File: src/rtl/fp_unpack_norm_if.sv
// ---------------------------------------------------------------------------
// fp_unpack_norm_if
// Operand/result bundle for fp_unpack_norm.
//   in_valid / in_ready   : operand handshake (producer -> unpacker)
//   fp[63:0], db          : packed operand and precision select
//   out_valid / out_ready : result handshake (unpacker -> datapath)
//   s, e[12:0], f[52:0]   : sign, unbiased exponent, significand (f[52] = J bit)
//   zero/inf/nan/snan/denorm : operand classification flags
// Modports: slave = the unpacker, master = the block feeding/consuming it.
// ---------------------------------------------------------------------------
interface fp_unpack_norm_if;
    logic        in_valid;
    logic        in_ready;
    logic [63:0] fp;
    logic        db;
    logic        out_valid;
    logic        out_ready;
    logic        s;
    logic [12:0] e;
    logic [52:0] f;
    logic        zero;
    logic        inf;
    logic        nan;
    logic        snan;
    logic        denorm;

    modport slave (
        input  in_valid, fp, db, out_ready,
        output in_ready, out_valid, s, e, f, zero, inf, nan, snan, denorm
    );

    modport master (
        output in_valid, fp, db, out_ready,
        input  in_ready, out_valid, s, e, f, zero, inf, nan, snan, denorm
    );
endinterface

File: src/rtl/fp_unpack_norm.sv
// ---------------------------------------------------------------------------
// fp_unpack_norm
// Unpacks an IEEE single/double operand into the FPU's internal factored
// form: sign, unbiased 13-bit two's complement exponent and a 53-bit
// significand with explicit integer bit. Denormals are normalized by an
// iterative left shifter that moves up to SHIFT_STEP bits per cycle.
//
// Ports:
//   clk    : clock, rising edge
//   rst_n  : asynchronous active-low reset
//   bus    : fp_unpack_norm_if.slave (operand in, unpacked result out)
//
// Parameters:
//   SHIFT_STEP : maximum left-shift distance per NORM cycle (1..16)
//
// Build option:
//   UNPACK_FTZ_EN : when defined, denormal operands are flushed to signed
//                   zero (zero=1, denorm=1) instead of being normalized.
//
// State  | meaning
// -------+-------------------------------------------------------------
// IDLE   | waiting for an operand, in_ready=1
// NORM   | shifting a denormal significand left until f[52]=1
// DONE   | result presented, out_valid=1, held until out_ready
// ---------------------------------------------------------------------------
module fp_unpack_norm #(
    parameter int SHIFT_STEP = 8
) (
    input  logic             clk,
    input  logic             rst_n,
    fp_unpack_norm_if.slave  bus
);

    localparam logic [1:0] IDLE = 2'd0;
    localparam logic [1:0] NORM = 2'd1;
    localparam logic [1:0] DONE = 2'd2;

    localparam logic [4:0] STEP = 5'(SHIFT_STEP);

    logic [1:0]  state_q;
    logic        s_q;
    logic [12:0] e_q;
    logic [52:0] f_q;
    logic        zero_q;
    logic        inf_q;
    logic        nan_q;
    logic        snan_q;
    logic        denorm_q;

    // ------------------------------------------------------------------
    // Field extraction; both formats are mapped onto double-width fields
    // so classification below is format independent.
    // ------------------------------------------------------------------
    logic        sgn_in;
    logic [51:0] frac_in;
    logic        exp_zero;
    logic        exp_max;
    logic        frac_zero;
    logic [12:0] e_norm;
    logic [12:0] e_denorm;

    always_comb begin
        if (bus.db) begin
            sgn_in   = bus.fp[63];
            frac_in  = bus.fp[51:0];
            exp_zero = (bus.fp[62:52] == 11'd0);
            exp_max  = &bus.fp[62:52];
            e_norm   = {2'b00, bus.fp[62:52]} - 13'd1023;
            e_denorm = 13'd1 - 13'd1023;
        end else begin
            sgn_in   = bus.fp[31];
            frac_in  = {bus.fp[22:0], 29'b0};
            exp_zero = (bus.fp[30:23] == 8'd0);
            exp_max  = &bus.fp[30:23];
            e_norm   = {5'b00000, bus.fp[30:23]} - 13'd127;
            e_denorm = 13'd1 - 13'd127;
        end
        frac_zero = (frac_in == 52'd0);
    end

    // ------------------------------------------------------------------
    // Leading-zero count over the top SHIFT_STEP significand bits.
    // lz == STEP means the whole window is zero and a full step is taken.
    // ------------------------------------------------------------------
    logic [4:0] lz;
    logic       lz_found;

    always_comb begin
        lz       = STEP;
        lz_found = 1'b0;
        for (int i = 0; i < SHIFT_STEP; i++) begin
            if (!lz_found && f_q[52-i]) begin
                lz       = 5'(i);
                lz_found = 1'b1;
            end
        end
    end

    // ------------------------------------------------------------------
    // Control and result registers
    // ------------------------------------------------------------------
    always_ff @(posedge clk or negedge rst_n) begin
        if (!rst_n) begin
            state_q  <= IDLE;
            s_q      <= 1'b0;
            e_q      <= 13'd0;
            f_q      <= 53'd0;
            zero_q   <= 1'b0;
            inf_q    <= 1'b0;
            nan_q    <= 1'b0;
            snan_q   <= 1'b0;
            denorm_q <= 1'b0;
        end else begin
            case (state_q)
                IDLE: begin
                    if (bus.in_valid) begin
                        s_q      <= sgn_in;
                        zero_q   <= 1'b0;
                        inf_q    <= 1'b0;
                        nan_q    <= 1'b0;
                        snan_q   <= 1'b0;
                        denorm_q <= 1'b0;
                        if (!exp_zero && !exp_max) begin
                            e_q     <= e_norm;
                            f_q     <= {1'b1, frac_in};
                            state_q <= DONE;
                        end else if (exp_zero && frac_zero) begin
                            e_q     <= 13'd0;
                            f_q     <= 53'd0;
                            zero_q  <= 1'b1;
                            state_q <= DONE;
                        end else if (exp_max) begin
                            e_q     <= 13'd0;
                            f_q     <= {1'b0, frac_in};
                            if (frac_zero) begin
                                inf_q <= 1'b1;
                            end else begin
                                nan_q  <= 1'b1;
                                // quiet bit is the MSB of the fraction
                                snan_q <= ~frac_in[51];
                            end
                            state_q <= DONE;
                        end else begin
`ifdef UNPACK_FTZ_EN
                            e_q      <= 13'd0;
                            f_q      <= 53'd0;
                            zero_q   <= 1'b1;
                            denorm_q <= 1'b1;
                            state_q  <= DONE;
`else
                            e_q      <= e_denorm;
                            f_q      <= {1'b0, frac_in};
                            denorm_q <= 1'b1;
                            state_q  <= NORM;
`endif
                        end
                    end
                end

                NORM: begin
                    // Exponent floor is -1074, well inside 13-bit range.
                    f_q <= f_q << lz;
                    e_q <= e_q - {8'd0, lz};
                    if (lz != STEP) begin
                        state_q <= DONE;
                    end
                end

                DONE: begin
                    if (bus.out_ready) begin
                        state_q <= IDLE;
                    end
                end

                default: begin
                    state_q <= IDLE;
                end
            endcase
        end
    end

    assign bus.in_ready  = (state_q == IDLE);
    assign bus.out_valid = (state_q == DONE);
    assign bus.s         = s_q;
    assign bus.e         = e_q;
    assign bus.f         = f_q;
    assign bus.zero      = zero_q;
    assign bus.inf       = inf_q;
    assign bus.nan       = nan_q;
    assign bus.snan      = snan_q;
    assign bus.denorm    = denorm_q;

endmodule

File: src/flat_wrapper.sv
// flat-port wrapper written by rule: the top's interface ports become plain ports
module fp_unpack_norm_flat 
#(
    parameter int SHIFT_STEP = 8
)
  (clk, rst_n, bus_in_valid, bus_fp, bus_db, bus_out_ready, bus_in_ready, bus_out_valid, bus_s, bus_e, bus_f, bus_zero, bus_inf, bus_nan, bus_snan, bus_denorm);
  fp_unpack_norm_if bus_i ();
  input  logic clk;
  input  logic rst_n;
  input wire logic [$bits(bus_i.in_valid)-1:0] bus_in_valid;
  input wire logic [$bits(bus_i.fp)-1:0] bus_fp;
  input wire logic [$bits(bus_i.db)-1:0] bus_db;
  input wire logic [$bits(bus_i.out_ready)-1:0] bus_out_ready;
  output wire logic [$bits(bus_i.in_ready)-1:0] bus_in_ready;
  output wire logic [$bits(bus_i.out_valid)-1:0] bus_out_valid;
  output wire logic [$bits(bus_i.s)-1:0] bus_s;
  output wire logic [$bits(bus_i.e)-1:0] bus_e;
  output wire logic [$bits(bus_i.f)-1:0] bus_f;
  output wire logic [$bits(bus_i.zero)-1:0] bus_zero;
  output wire logic [$bits(bus_i.inf)-1:0] bus_inf;
  output wire logic [$bits(bus_i.nan)-1:0] bus_nan;
  output wire logic [$bits(bus_i.snan)-1:0] bus_snan;
  output wire logic [$bits(bus_i.denorm)-1:0] bus_denorm;
  assign bus_i.in_valid = bus_in_valid;
  assign bus_i.fp = bus_fp;
  assign bus_i.db = bus_db;
  assign bus_i.out_ready = bus_out_ready;
  assign bus_in_ready = bus_i.in_ready;
  assign bus_out_valid = bus_i.out_valid;
  assign bus_s = bus_i.s;
  assign bus_e = bus_i.e;
  assign bus_f = bus_i.f;
  assign bus_zero = bus_i.zero;
  assign bus_inf = bus_i.inf;
  assign bus_nan = bus_i.nan;
  assign bus_snan = bus_i.snan;
  assign bus_denorm = bus_i.denorm;
  fp_unpack_norm #(.SHIFT_STEP(SHIFT_STEP)) u_core (.clk(clk), .rst_n(rst_n), .bus(bus_i));
endmodule
File: config.mk
export PLATFORM = sky130hd
export DESIGN_NAME = fp_unpack_norm_flat
export DESIGN_NICKNAME = d
export VERILOG_FILES = /design/src/rtl/fp_unpack_norm_if.sv /design/src/rtl/fp_unpack_norm.sv /design/src/flat_wrapper.sv
export SDC_FILE = /design/constraint.sdc
export NUM_CORES = 1
export LEC_CHECK = 0
export ABC_AREA = 1
export CAP_MARGIN = 20
export CELL_PAD_IN_SITES_DETAIL_PLACEMENT = 1
export CELL_PAD_IN_SITES_GLOBAL_PLACEMENT = 2
export CORE_MARGIN = 4
export CORE_UTILIZATION = 27
export CTS_CLUSTER_DIAMETER = 60
export DETAILED_ROUTE_END_ITERATION = 6
export GPL_TIMING_DRIVEN = 1
export PLACE_DENSITY_LB_ADDON = 0.12
export SYNTH_ARGS = -nofsm -noshare
export SYNTH_HDL_FRONTEND = slang
export SYNTH_SLANG_ARGS = --single-unit
File: constraint.sdc
create_clock -name clk -period 4.1 [get_ports clk]
set_input_delay 1.025 -clock clk [delete_from_list [all_inputs] [get_ports clk]]
set_output_delay 1.025 -clock clk [all_outputs]
set_load 0.1 [all_outputs]
* Word level (Yosys, flattened, before mapping) *
Cells that the tools add are included.
Widths: inputs -> output; s select.

word-level totals
  register bits after elaboration = 74
  input bits = 69
  output and inout port bits = 74
  word-level logic and storage cells = 102

cells by class
  add/subtract/negate cells = 3
  equality and inequality tests = 6
  shifts and indexed selects = 1
  muxes and demuxes = 54
  bitwise gates (word level) = 1
  reduce and logical (&&, ||, !) cells = 28

operator list
  kind                    count
  $mux 53                 2
  $pmux 53 s2             1
  $mux 52                 2
  $mux 13                 5
  $shl 53x4->53           1
  $logic_not 52->1        1
  $mux 4                  8
  $mux 1                  27
  $pmux 13 s2             1
  $sub 13x4->13           1
  $mux 2                  6
  $sub 11x10->12 const B  1
  $logic_not 11->1        1
  $reduce_and 11->1       1
  $mux 10                 1
  $logic_and 1x1->1       9
  $logic_not 1->1         9
  $sub 8x7->9 const B     1
  $logic_not 8->1         1
  $reduce_and 8->1        1
  $pmux 2 s3              1
  $ne 2x2->1 const B      2
  $ne 4x4->1 const B      1
  $reduce_and 2->1        2
  other kinds (7)         7

* Logic depth before layout (Yosys ltp) *
Gate-level depths: netlist of the first run.

  depth in word-level cells = 25
  gate-level depth with buffers = 22
  depth with buffers taken out = 20

* Least setup slack after synthesis of the first run *
No wires, ideal clock.

  path kind = reg-to-reg
  from = register u_core.f_q[46] (netlist: u_core.bus.f[46])
  to = register u_core.e_q[9] (netlist: u_core.bus.e[9])
  setup time = 113 ps
  data arrival time = 3,362 ps
  data required time = 3,987 ps
  slack = 625 ps
  cell stages (with the launch flop) = 19
  buffers on the path = 2
  clock period less this slack = 3,475 ps
  cell sequence = dfrtp_1 -> inv_1 -> a41oi_2 -> inv_2 -> buf_2 -> buf_1 -> ha_1 -> a21oi_1 -> nand2_1 -> nand2_1 -> nand2_1 -> nor2_1 -> nand2_1 -> o21ai_0 -> nand2_1 -> a21oi_1 -> nand3_1 -> nand2_1 -> inv_1

between the ends
  word-level cells in the longest chain between the ends = 7

RTL lines
  element                 RTL line               RTL
  start, declared         fp_unpack_norm.sv:43   logic [52:0] f_q;
  start signal, assigned  fp_unpack_norm.sv:125  f_q <= {1'b1, frac_in};
  start signal, assigned  fp_unpack_norm.sv:134  f_q <= {1'b0, frac_in};
  start signal, assigned  fp_unpack_norm.sv:152  f_q <= {1'b0, frac_in};
  $logic_and 1x1->1 *     fp_unpack_norm.sv:92   if (!lz_found && f_q[52-i]) begin
  $mux 1                  fp_unpack_norm.sv:92
  $logic_not 1->1         fp_unpack_norm.sv:92
  $logic_and 1x1->1       fp_unpack_norm.sv:92
  $mux 4 *                fp_unpack_norm.sv:92
  $sub 13x4->13 *         fp_unpack_norm.sv:163  e_q <= e_q - {8'd0, lz};
  $pmux 13 s2 *           fp_unpack_norm.sv:114  case (state_q)
  end signal, assigned    fp_unpack_norm.sv:124  e_q <= e_norm;
  end signal, assigned    fp_unpack_norm.sv:151  e_q <= e_denorm;
  end signal, assigned    fp_unpack_norm.sv:163
  end, declared           fp_unpack_norm.sv:42   logic [12:0] e_q;

Every way passes the cells marked *; elsewhere a longest branch is shown, timed or not.
A chain may end at the register's enable or synchronous reset.

* Worst setup path in the final report of the first run *
  from = input bus_fp[23]
  to = register u_core.e_q[0] (netlist: u_core.bus.e[0])

between the ends
  word-level cells in the longest chain between the ends = 7

RTL lines
  element                                                              RTL line               RTL
  start, declared                                                      flat_wrapper.sv:11     input wire logic [$bits(bus_i.fp)-1:0] bus_fp;
  parallel branches: the longest is 4 deep, another holds $sub 8x7->9  n/a
  $mux 13 *                                                            fp_unpack_norm.sv:123  if (!exp_zero && !exp_max) begin
  $mux 13 *                                                            fp_unpack_norm.sv:116  if (bus.in_valid) begin
  $pmux 13 s2 *                                                        fp_unpack_norm.sv:114

Every way passes the cells marked *. The select of a mux whose other input is x is not followed.

==> out/results.txt, run 1 <==
The flow ran to the end, and the final reports show no timing, DRC or antenna violations. The final setup skew was 14.2 ps. Buffers placed on the I/O ports in this run total 142.

The cell area that synthesis handed to floorplanning was 7540 µm². Synthesis instantiated 39 different standard cells from the library. The run gives 0 ps as the sum of negative setup slack.

Detailed placement finished with a half-perimeter wire length of 28.7 mm. The time the worst path needs with I/O delays and setup is 3340 ps. Number of maximum-capacitance violations: 0.

The logs give 0 for the final-report hold violation count and 73 for the maximum number of pins on one net before global-route repair. The worst-case IR drop observed on VDD is 0.000332 V. The die covers 30700 µm². Headroom to the max-slew limit came out at 31.9%. After floorplanning, the core was sized to cover 27300 µm².

In this run, post-CTS repair resized a total of 0 instances. The transition time of the tightest slew-check pin works out to 1020 ps. The number of slew-limit violations in the final report was 0; the via count normalized by instance count was 5.20. The die is 175 µm tall.

The number of register bits inferred by synthesis was 74. The first global-routing pass estimated 56.0 mm of wire. The tree built by TritonCTS fans out to 74 sinks. After detailed placement, the total cell area comes to 9270 µm².

At the end of routability-driven placement, the weighted congestion stood at 0.902. The CTS clock-pin slew for the worst setup and hold paths came out at 80 ps. The logs give 3640 ps for the arrival time of the worst setup path and 840 ps for the setup slack of the worst register-to-register path.

In this run switching power makes up 57.7% of total power. The run gives 1305 as the post-synthesis cell count. The critical path is of the input port to register type. From left edge to right edge, the die measures 175 µm.

The via count of the first global-routing pass came out at 9378. In the global route stage, overall resource usage came out at 23.6%. For this run, the number of Yosys warnings is 0.

The top achievable clock speed is 299 MHz, and the leakage component of the power is 4.42 nW. The worst setup path is captured at a register. The worst setup path is launched from an input port.

The register with the most flip-flops in the layout has 53 of them. In this run the critical register-to-register path is launched from u_core.bus.f[52]. In the finished design, the share of the clock period the worst path needs comes to 81.6%. During I/O placement, the number of pins put on the boundary was 143. Number of antenna violations at the first check in global routing: 0.

The tree is rooted in a clkbuf_16. The mean cell area of the mapped netlist is 5.78 µm². After synthesis, the cell types taking the most area are dfrtp_1 25%, nand3_1 22%, nand2_1 14%, nor2_1 8.4%, inv_1 6.4%.

The critical path starts at bus_fp[23]. The detail route stage leaves a number of antenna-violating nets equal to 0. Post-CTS timing repair inserted 0 buffers for setup.

Summing all non-filler instances in the final layout gives an area of 9580 µm². In this run the power spent charging and discharging nets is 0.00290 W. Setup repair after global routing left no endpoint under its margin. The worst path required time was 4390 ps.

In the final layout, the share of cells above drive strength 1 is 5.83%. The worst hold path belongs to the class register to register. The number of hold buffers added after CTS was 0.

The internal power of the cells came out at 0.00213 W. The synthesized design spends more area on one cell type than any other, namely dfrtp_1. For the worst flop-to-flop path, the logic depth is 18. When the netlist entered floorplanning its net count stood at 1383.

Once the floorplan was initialized, standard cells occupied 27.7% of the core. Antenna diode instance count: 0. The floorplan has 60 rows.

After detailed routing, the number of remaining DRC violations is 0. The wire length per cell was 20.7 µm. The TritonCTS buffer count was 9; the total vias in the final route was 9249. Fill cells in the final layout number 3610. Before antenna repair, the detailed router went through 5 iterations. The fraction of power consumed by sequential logic is 21.7%.

The biggest fanout along the worst timing path works out to 8. The H-tree depth is 3. Setup violations remaining at the end of the flow were counted as 0. The growth of design area from synthesis to finish was 27.0%; the final wirelength was 36.9 mm. The clock network is responsible for 17.6% of the overall power. The power per cell area is 525 nW/µm², and the overflow left after global routing is 0.

For this run, the register share of the synthesized area comes to 24.5%. In this run the worst setup path terminates at u_core.bus.e[0]. The hold slack came out at 488 ps. TritonCTS built the clock tree. The worst register-to-register path ends at u_core.bus.e[12]. The clock insertion delay at the later pin of the skew report was 360 ps. For this block, the initial DRC count from the detailed router was 608. Final net count: 1479. The run gives 2 as the maximum clock insertion buffer count. The share of total power dissipated in combinational logic is 60.7%.

The fraction of post-synthesis cell area in the top cell type by area came out at 24.5%.
area by class of cell:
type / count / area, µm² / share of cell area [%]
clock buffer: 9 / 225 / 2.35
clock inverter: 7 / 83.8 / 0.875
inverter: 140 / 526 / 5.49
multi-input combinational: 1011 / 4820 / 50.3
sequential: 74 / 1850 / 19.3
tap: 372 / 465 / 4.86
timing repair buffer: 165 / 1610 / 16.8
metrics by stage:
stage | setup slack, ps | util (%) | total power, W | instances
after global placement | 371 | 34.0 | 0.00416 | 1762
after detailed placement | 370 | 34.0 | 0.00417 | 1762
final | 756 | 35.2 | 0.00503 | 1778
after floorplan | 625 | - | 0.00330 | 1305
after global routing | 496 | 35.2 | 0.00531 | 1778
after CTS | 766 | 35.2 | 0.00508 | 1778
synthesized netlist by cell type, drive strengths merged:
| master | number |
|---|---|
| nand3 | 338 |
| nor2 | 174 |
| o21ai | 71 |
| nand3b | 2 |
| a22oi | 5 |
| o21a | 1 |
| nand4 | 32 |
| a32oi | 1 |
| nor3 | 10 |
| buf | 36 |
| nand2 | 284 |
| or2 | 16 |
| mux2i | 2 |
| a31oi | 27 |
| clkbuf | 44 |
| ha | 8 |
| fa | 1 |
| o22ai | 2 |
| a21oi | 29 |
| xor2 | 3 |
| dfrtp | 74 |
| inv | 138 |
| a41oi | 1 |
| o211ai | 2 |
| clkinv | 2 |
| o21bai | 1 |
| a32o | 1 |
cells by family after synthesis:
family | count (synthesis) | synth area share [%]
XOR/XNOR | 3 | 0.348
adder cells (fa/ha/maj) | 9 | 1.59
AND/OR/NAND/NOR | 856 | 50.7
AO/OA/AOI/OAI | 141 | 10.4
flip-flops | 74 | 24.5
buffers and inverters | 220 | 12.1
multiplexers | 2 | 0.265
per-layer routing:
layer / global-route usage [%] / wire (µm)
met3: 3.35 / 1450
met4: 5.92 / 813
met1: 30.8 / 16600
met5: 0 / 0
met2: 40.9 / 18000
worst max-delay path, cell delays in order:
cell and delay, ps:
clkdlybuf4s50_1 700, inv_1 90, ha_1 200, nand2_1 70, nor3_1 40, nand4_1 80
nand2_1 190, nor3_2 640, o211ai_1 300, o21ai_1 150, nand2_1 60, o21ai_1 90
how the worst min path moves through the flow:
stage,startpoint,end,depth (start not counted)
after floorplan,u_core.state_q[0],u_core.bus.e[10],2
after global placement,u_core.bus.nan,u_core.bus.nan,2
after detailed placement,u_core.bus.zero,u_core.bus.zero,2
after CTS,u_core.bus.zero,u_core.bus.zero,2
after global routing,u_core.bus.inf,u_core.bus.inf,2
final,u_core.bus.zero,u_core.bus.zero,2
cells in the final DEF, fill, tap and decap left out, types with 2 or more instances in the layout:
master and n:
a22oi_1 5, nor3_1 8, nor2_4 5, o21ai_1 6
clkinv_4 2, buf_4 22, o22ai_1 2, dfrtp_1 74
nor2_1 166, o21ai_0 65, mux2i_1 2, a21oi_1 29
nor2_2 3, or2_2 16, buf_12 2, clkbuf_16 9
nand2_1 282, inv_2 10, nand3b_1 2, a31oi_1 27
o211ai_1 2, clkdlybuf4s50_1 140, ha_1 8, xor2_1 3
clkinv_1 2, inv_1 128, nand3_1 337, nand2_2 2
nand4_1 31, inv_6 2
power by group through the flow:
stage               clock (W)  sequential (W)  combinational [W]
floorplan                   0         0.00241           0.000890
global placement            0         0.00111            0.00305
detailed placement          0         0.00111            0.00306
CTS                  0.000915         0.00110            0.00307
global route         0.000940         0.00113            0.00324
finish               0.000884         0.00109            0.00305
Power figures use the tool's default switching activity.
==> run 2, diff against run 1 <==
==> constraint.sdc (replaced) <==
create_clock -name clk -period 3.51 [get_ports clk]
set_input_delay 0.8775 -clock clk [delete_from_list [all_inputs] [get_ports clk]]
set_output_delay 0.8775 -clock clk [all_outputs]
set_load 0.1 [all_outputs]
==> run 2 against run 1 <==
Effect of this change:
- combinational power increased by 15%
- largest cell class unchanged
- worst hold slack worse by 6.8 ps
- highest routed layer unchanged
- count of clock-buffer cells in the layout is the same
- first-iteration DRC count rose by 1.6%
- routed wire length increased by 2.6%
- final cell count rose by 0.34%
==> out/results.txt, run 2 (same netlist as run 1, synthesis figures left out) <==
The flow ran to the end, and the final reports show no timing, DRC or antenna violations. The CTS clock-pin slew for the worst setup and hold paths works out to 70 ps (about the same). The tools report the post-layout instance area as 9430 µm² (-1.6%). The count of filler cells inserted in the layout is 3629 (+0.53%). The number of slew-limit violations in the final report came out at 0 (unchanged). The flip-flop count of the largest register after layout was 53 (unchanged); the global placer's final weighted congestion was 0.901 (-0.12%).

The growth of design area from synthesis to finish is 25.0%. The critical path goes through nor2_4 > nand2_2 > nor2_4 > nand4_2 > nand2_2 > ha_1 > inv_1 > fa_1 > nand2_1 > inv_1 > o21ai_0 > nand2_1 > nor2_1 > nand2_1 > nor2_1 > xor2_1 > a21oi_1 > a21oi_1. The tools report the clock insertion delay at the later pin of the skew report as 360 ps (about the same). The tools report the worst path required time as 3800 ps (-590 ps). The most common cell after layout, fill and taps aside is nand3_1. For the iteration-0 DRC count of the detailed router, the log shows 618 (+1.6%). Global-route wire length before repair: 57.0 mm (+1.8%).

The arrival time of the worst setup path is 3200 ps (-440 ps). Setup repair after global routing left no endpoint under its margin. The wire length per cell is 21.2 µm (+2.3%), and the via count of the first global-routing pass is 9536 (+1.7%). The number of antenna violations at the first check in global routing was 0 (unchanged); the post-place instance area was 9140 µm² (-1.4%). The tools report the H-tree depth as 3 (unchanged). The transition time of the tightest slew-check pin works out to 787 ps (-231 ps).

The kind of start point of the critical path is a register. The run gives 30700 µm² (unchanged) as the die outline area. The final setup skew is 7.27 ps (-6.91 ps).

The number of buffers inserted to repair setup after CTS came out at 0 (unchanged). The run gives 1850 µm² (unchanged) as the register area. Largest stage delay on the critical path: 450 ps (-250 ps). On the critical path, the stage with the largest delay is an instance of dfrtp_1. The power per cell area came out at 614 nW/µm² (+17%). The maximum number of pins on one net before global-route repair is 67 (-8.2%), and the leakage component of the power is 4.51 nW (+1.9%).

The total power consumption of the routed design came out at 0.00579 W (+15%). The tools report the max-slew headroom at the worst pin as 47.6% (+16 points). The sum of negative setup slack is 0 ps (unchanged). Counting I/O delays and the setup requirement, the final critical path takes 2920 ps. The biggest fanout along the worst timing path came out at 5 (-3). The number of sinks on the clock net was 74 (unchanged). The final-report hold violation count is 0 (unchanged). The depth of the worst register-to-register path was 18 (unchanged); the setup slack after layout was 595 ps (-161 ps). The via count normalized by instance count is 5.23 (+0.62%), and the maximum clock insertion buffer count is 2 (unchanged). The library cell appearing most often on the critical path was nand2_1.

The fraction of layout instances using a drive strength above 1 is 11.5% (+5.6 points), and the number of port buffers is 142 (unchanged). Number of hold-repair buffers added at the cts stage: 0 (unchanged). TritonCTS built the clock tree. The path category of the worst min-delay check is input port to async pin. The final net count is 1486 (+0.47%), and the overall die width is 175 µm (unchanged). Dividing the final minimum period by the clock period gives 83.1%. The number of maximum-capacitance violations was 0 (unchanged); the worst setup slack before clock tree synthesis was 314 ps (-56.5 ps). Based on the critical path, the design can be clocked at up to 343 MHz. The total iterations of the first detailed-routing run was 4 (-1). The overflow left after global routing was 0 (unchanged); the TritonCTS buffer count was 9 (unchanged). For the global-route usage over all layers, the log shows 24.1% (+0.51 points).

The count of unresolved DRC violations after routing is 0 (unchanged), and the total vias in the final route is 9338 (+0.96%). Leaving out fill and tap cells, the most frequent cells in the layout are 337 x nand3_1, 282 x nand2_1, 166 x nor2_1, 128 x inv_1, 103 x buf_4. The logs give 4820 µm² (unchanged) for the area used by multi-input combinational logic and 0.000356 V (+7.2%) for the worst ir drop on vdd. The vertical die dimension is 175 µm (unchanged). The classification of the worst setup path was register to register. Number of ports placed on the die boundary: 143 (unchanged). The total of endpoints with negative setup slack in the final report came out at 0 (unchanged).

The worst setup path is captured at a register. The final wirelength was 37.9 mm (+2.6%); the HPWL reported at the end of detailed placement was 29.8 mm (+3.7%). The tools report the number of core rows as 60 (unchanged). The root buffer cell chosen for the clock tree is clkbuf_16. Number of resized instances in the post-cts repair step: 0 (unchanged). The core area was 27300 µm² (unchanged).

The tools report the antenna diode instance count as 0 (unchanged). The remaining number of nets flagged by the antenna check after routing was 0 (unchanged). The hold slack was 482 ps (-6.81 ps); the starting density of the core was 27.7% (unchanged).
==> run 2: cell types whose count changed in the layout (fill, tap and decap cells not counted), sizes merged <==
| cell | delta |
|---|---|
| buf | +81 |
| clkdlybuf4s50 | -74 |
| clkinvlp | +1 |
| inv | -2 |
==> run 2: final timing paths <==
check	to	slack, ps	startpoint
max	u_core.bus.e[12]	590	u_core.bus.f[49]
min	u_core.bus.f[46]	480	rst_n
max reg2reg	u_core.bus.e[12]	590	u_core.bus.f[49]
min reg2reg	u_core.bus.nan	490	u_core.bus.nan
max in group asynchronous	u_core.bus.s	2240	rst_n
min in group clk	u_core.bus.nan	490	u_core.bus.nan
==> run 2: critical path, delay by kind of cell, from the launching register on <==
family                     cells  cell delay, ps
xor gates and xnor gates       1             160
and+or+nand+nor               10            1210
adders and majority gates      2             550
DFF                            1             450
AOI/OAI and AO/OA              3             370
buffers and inverters          2             110
==> run 2: metal layers <==
layer	routed length (µm)	GRT usage [%]
met3	1280	2.57
met2	18800	42.3
met4	655	5.34
met1	17200	31.9
met5	0	0
==> run 2: final cells by class <==
class	instances	area share, %
clock buffer	9	2.39
timing repair buffer	172	15.7
tap	372	4.94
inverter	140	5.57
sequential	74	19.6
clock inverter	6	0.716
multi-input combinational	1011	51.1
==> run 2: through the flow <==
| stage | std cells | utilization [%] |
|---|---|---|
| 2_1_floorplan | 1305 | - |
| 3_3_place_gp | 1769 | 33.5 |
| 3_5_place_dp | 1769 | 33.5 |
| 4_1_cts | 1784 | 34.6 |
| 5_1_grt | 1784 | 34.6 |
| 6_report | 1784 | 34.6 |
==> run 2: power by group <==
| part | switching, W | internal (W) |
|---|---|---|
| registers | 0.000226 | 0.00107 |
| clock network | 0.000442 | 0.000551 |
| logic | 0.00271 | 0.000786 |
